--- src/rtl/mux_nto1_pipe.sv ---
// Registered N-to-1 channel multiplexer with valid/ready on every input and on the output.
// Define MUX_NTO1_RR_EN to compile in the round-robin arbiter; otherwise mode_i is ignored.
module mux_nto1_pipe #(
  parameter int size  = 32,
  parameter int sel_w = 2
) (
  input  logic                        clk_i,
  input  logic                        rst_i,
  input  logic [(2**sel_w)*size-1:0]  data_i,
  input  logic [(2**sel_w)-1:0]       valid_i,
  output logic [(2**sel_w)-1:0]       ready_o,
  input  logic [sel_w-1:0]            select_i,
  input  logic                        mode_i,
  output logic [size-1:0]             data_o,
  output logic [sel_w-1:0]            chan_o,
  output logic                        valid_o,
  input  logic                        ready_i
);

  localparam int ch = 2**sel_w;

  logic             grant;
  logic [sel_w-1:0] grant_idx;
  logic             space;
  logic             load;

`ifdef MUX_NTO1_RR_EN
  logic [sel_w-1:0] ptr;
  logic             rr_grant;
  logic [sel_w-1:0] rr_idx;
  logic [sel_w-1:0] scan_idx;

  // Scan from ptr upward; sel_w-bit addition wraps ch-1 back to 0 for free.
  always_comb begin
    // NOTE: every always_comb output gets a default first so no path can infer a latch.
    rr_grant = 1'b0;
    rr_idx   = ptr;
    scan_idx = ptr;
    for (int i = 0; i < ch; i++) begin
      scan_idx = ptr + sel_w'(i);
      if (!rr_grant && valid_i[scan_idx]) begin
        rr_grant = 1'b1;
        rr_idx   = scan_idx;
      end
    end
  end

  always_comb begin
    if (mode_i) begin
      grant     = rr_grant;
      grant_idx = rr_idx;
    end else begin
      grant     = valid_i[select_i];
      grant_idx = select_i;
    end
  end

  // ptr only advances on an RR grant, so it survives select-mode stretches untouched.
  always_ff @(posedge clk_i) begin
    if (rst_i) begin
      ptr <= '0;
    end else if (load && mode_i) begin
      ptr <= grant_idx + sel_w'(1);
    end
  end
`else
  logic mode_unused;
  assign mode_unused = mode_i;

  always_comb begin
    grant     = valid_i[select_i];
    grant_idx = select_i;
  end
`endif

  // Reset gates load so no producer sees an accept while the register is being cleared.
  assign space = ~valid_o | ready_i;
  assign load  = grant & space & ~rst_i;

  always_comb begin
    ready_o = '0;
    if (load) begin
      ready_o[grant_idx] = 1'b1;
    end
  end

  always_ff @(posedge clk_i) begin
    // NOTE: sequential state uses non-blocking assignments so all registers sample pre-edge values.
    if (rst_i) begin
      valid_o <= 1'b0;
      data_o  <= '0;
      chan_o  <= '0;
    end else if (load) begin
      valid_o <= 1'b1;
      data_o  <= data_i[int'(grant_idx)*size +: size];
      chan_o  <= grant_idx;
    end else if (ready_i) begin
      valid_o <= 1'b0;
    end
  end

endmodule

--- config.mk ---
export PLATFORM = sky130hd
export DESIGN_NAME = mux_nto1_pipe
export DESIGN_NICKNAME = d
export VERILOG_FILES = /design/src/rtl/mux_nto1_pipe.sv
export SDC_FILE = /design/constraint.sdc
export NUM_CORES = 1
export LEC_CHECK = 0
export CORE_MARGIN = 1
export CORE_UTILIZATION = 39
export CTS_CLUSTER_DIAMETER = 80
export DETAILED_ROUTE_END_ITERATION = 8
export PLACE_DENSITY = 0.87
export SLEW_MARGIN = 20
export SYNTH_ARGS = -nofsm -noshare
export SYNTH_HDL_FRONTEND = slang
export SYNTH_SLANG_ARGS = --single-unit
--- constraint.sdc ---
create_clock -name clk_i -period 2.5 [get_ports clk_i]
set_clock_uncertainty 0.15 [all_clocks]
set_input_delay 0.375 -clock clk_i [delete_from_list [all_inputs] [get_ports clk_i]]
set_output_delay 0.375 -clock clk_i [all_outputs]
set_load 0.01 [all_outputs]
==> flow_summary.ini <==
[route]
dr_total_vias = 2620
drt_first_pass_iters = 6
remaining_drc_errors = 16
drt_wl_total_um = 7760
highest-signal-layer = met4
wirelength_met1_um = 2860
drc_violation_total_after_the_first_tritonroute_iteration = 115
wl_met3_um = 515
vias_per_cell = 5.40
dr_wl_met2_um = 4240
postRouteAntennaNets = 0
post_drt_wl_per_cell_um = 16.0

[timing]
timing.fmax_mhz = 420
tightest_slew_ns = 0.681
finalMaxSlewViolations = 0
report.final.setup_viol = 0
headroom_to_the_max_slew_limit = 0.546
hold-worst-slack_ns = 0.400
rsz0062_at_grt = no
period_share = 0.953
hold_violations = 0
finalSetupTns_ns = 0
period_minus_slack_ns = 2.38

[clock_network]
cts.sink_count = 35
cts_htree_levels = 2
clk-insertion-delay-late_ns = 0.28
clk_pin_slew_worst_paths_ns = 0.07
cts_buffers = 5
ctsRootBufferMaster = clkbuf_8
hold_buffers = 0
cts_tree = done
cts.path.max_buffers = 2

[final_layout]
layout.cells.non_filler = 485
num-nets-final = 545
flow.area_growth_from_synthesis_pct = 71.3
post_route_cells_drive_above_1_share = 0.223
diodes = 0

[worst_setup_path]
critPathMaxFanout = 2
path_cells = clkdlybuf4s50_1 > mux4_2 > nand4_1 > buf_4 > nor2_1 > dlygate4sd2_1
worstSetupStartpointType = input pin
r2r_start = valid_o
cp_top_family = buffers and inverters
crit_path_start = valid_i[0]
worstPathBufferInverterCount = 3
worst_setup_path_end_kind = primary output
slowest_stage = mux4_2
critPathKind = in2out
required_ns = 1.98
critical_path.max_stage_delay_ns = 0.47
signal_arrival_time_at_the_worst_endpoint_ns = 1.86

[global_route]
grt_max_degree = 69
gr-usage-all-layers = 0.227
grt_overflow_total = 0
number_of_global_route_vias_before_repair = 2707
antenna_found_initial = 0
first_pass_grt_wire_length_um = 12800

[power]
p_per_area_nw_per_um2 = 398
cell_leakage_power_uw = 0.00152
report.power.total_uw = 1780
vdd_ir_drop_max_mv = 0.237

[placement]
post_placement_cell_count = 475
detailedPlacementHpwl_um = 5710
port_buffer_count = 175
gp_congestion = 0.778

[yosys]
synth_sequential_area_ratio = 0.268
post_synth_num_cell_types = 15
synth.net_count = 387
synth_seq_cells = 35
postSynth.topFlopCell = dfxtp_1
synthesized_area_per_cell_sq_um = 10.5
synthesis.area_sq_um = 2620
netlist_instances = 249
synthArstFlopShare = 0
number_of_enable_type_register_cells_in_the_synthesized_netlist = 0
yosys_warnings = 0

[run]
maxcap_viol_count = 0

[die]
die_w_um = 83.9
ioPinCount = 177
start_util = 0.407
std_cell_rows = 29
dieArea_sq_um = 7040
fp.dieH_um = 83.9
coreArea_sq_um = 6420

[status]
failing_checks = design-rule violations
run_status = finished with violations

[worst_hold_path]
worst_hold_path_type = reg2reg
min-delay-start = chan_o[0]
==> synth_stat cells, types with 2 or more instances <==
cell / instances / area, sq um
a31o_1: 34 / 298
buf_2: 6 / 30.0
clkbuf_1: 17 / 63.8
a21oi_2: 34 / 298
mux4_2: 33 / 743
buf_1: 6 / 22.5
and4_1: 2 / 17.5
nor2_1: 3 / 11.3
nand4_1: 34 / 213
inv_1: 36 / 135
dfxtp_1: 35 / 701
buf_6: 6 / 67.6
==> final cells by class <==
class / count / area, sq um
Clock buffer: 6 / 82.6
Sequential cell: 35 / 701
Multi-Input combinational cell: 142 / 1590
Inverter: 37 / 139
Fill cell: 482 / 1940
Clock inverter: 2 / 35.0
Timing Repair Buffer: 186 / 1830
Tap cell: 77 / 96.3
==> metal layers <==
layer	up-vias	GRT usage
met5	-	0
met4	0	0.0752
met3	13	0.0495
met2	110	0.428
met1	1229	0.250
li1	1268	-
==> cell families after synthesis <==
family | Yosys count | synth area share
buffers and inverters | 72 | 0.123
flip-flops | 35 | 0.268
AND/OR/NAND/NOR | 40 | 0.0947
AO/OA/AOI/OAI | 69 | 0.230
multiplexers | 33 | 0.284
==> sequential cells by signal (all words and copies together) (netlist names) <==
register	cells
chan_o	2
valid_o	1
data_o	32
==> layout by cell type (no fill, tap or decap) <==
cell and n:
clkdlybuf4s50_1 170, mux4_2 33, nor2_1 3, dlymetal6s2s_1 1, a21oi_1 1, dfxtp_1 35, inv_2 1, buf_12 1
a31o_1 34, nand4_1 34, clkinv_2 1, buf_2 3, nand2b_2 1, bufinv_16 1, buf_4 10, clkbuf_8 6
inv_1 36, dlygate4sd2_1 1, and4_1 2, a21oi_2 34
==> metrics by stage <==
stage / setup slack, ns / area [sq um] / util
floorplan: 0.474 / 2620 / -
global placement: 0.0179 / 4350 / 0.677
detailed placement: -0.0309 / 4350 / 0.677
CTS: 0.0239 / 4480 / 0.697
global route: 0.0727 / 4480 / 0.698
finish: 0.117 / 4480 / 0.698
==> what timing repair did <==
action | in CTS | in global routing
buffers inserted | 2 | 0
resized for setup | 1 | 1
hold endpoints to repair | 0 | 0
endpoints found under the setup margin | 2 | 1
pin swaps | 1 | 0
==> worst paths after layout <==
check,to,slack [ns],depth (start not counted)
worst max-delay path,ready_o[3],0.12,6
worst min-delay path,chan_o[0],0.40,3
worst max register to register,data_o[22],0.92,4
worst min register to register,chan_o[0],0.40,3
==> power breakdown <==
part	total (uW)	switching, uW	internal [uW]
clock network	530	208	323
logic	638	238	400
registers	614	18.6	595
==> tightest hold or removal path: cells and delay by family, from the launching register on <==
kind | cells | cell delay (ns)
flip-flops | 1 | 0.31
AO/OA/AOI/OAI | 2 | 0.15
buffers and inverters | 1 | 0.04
(Power assumes the default switching activity.)
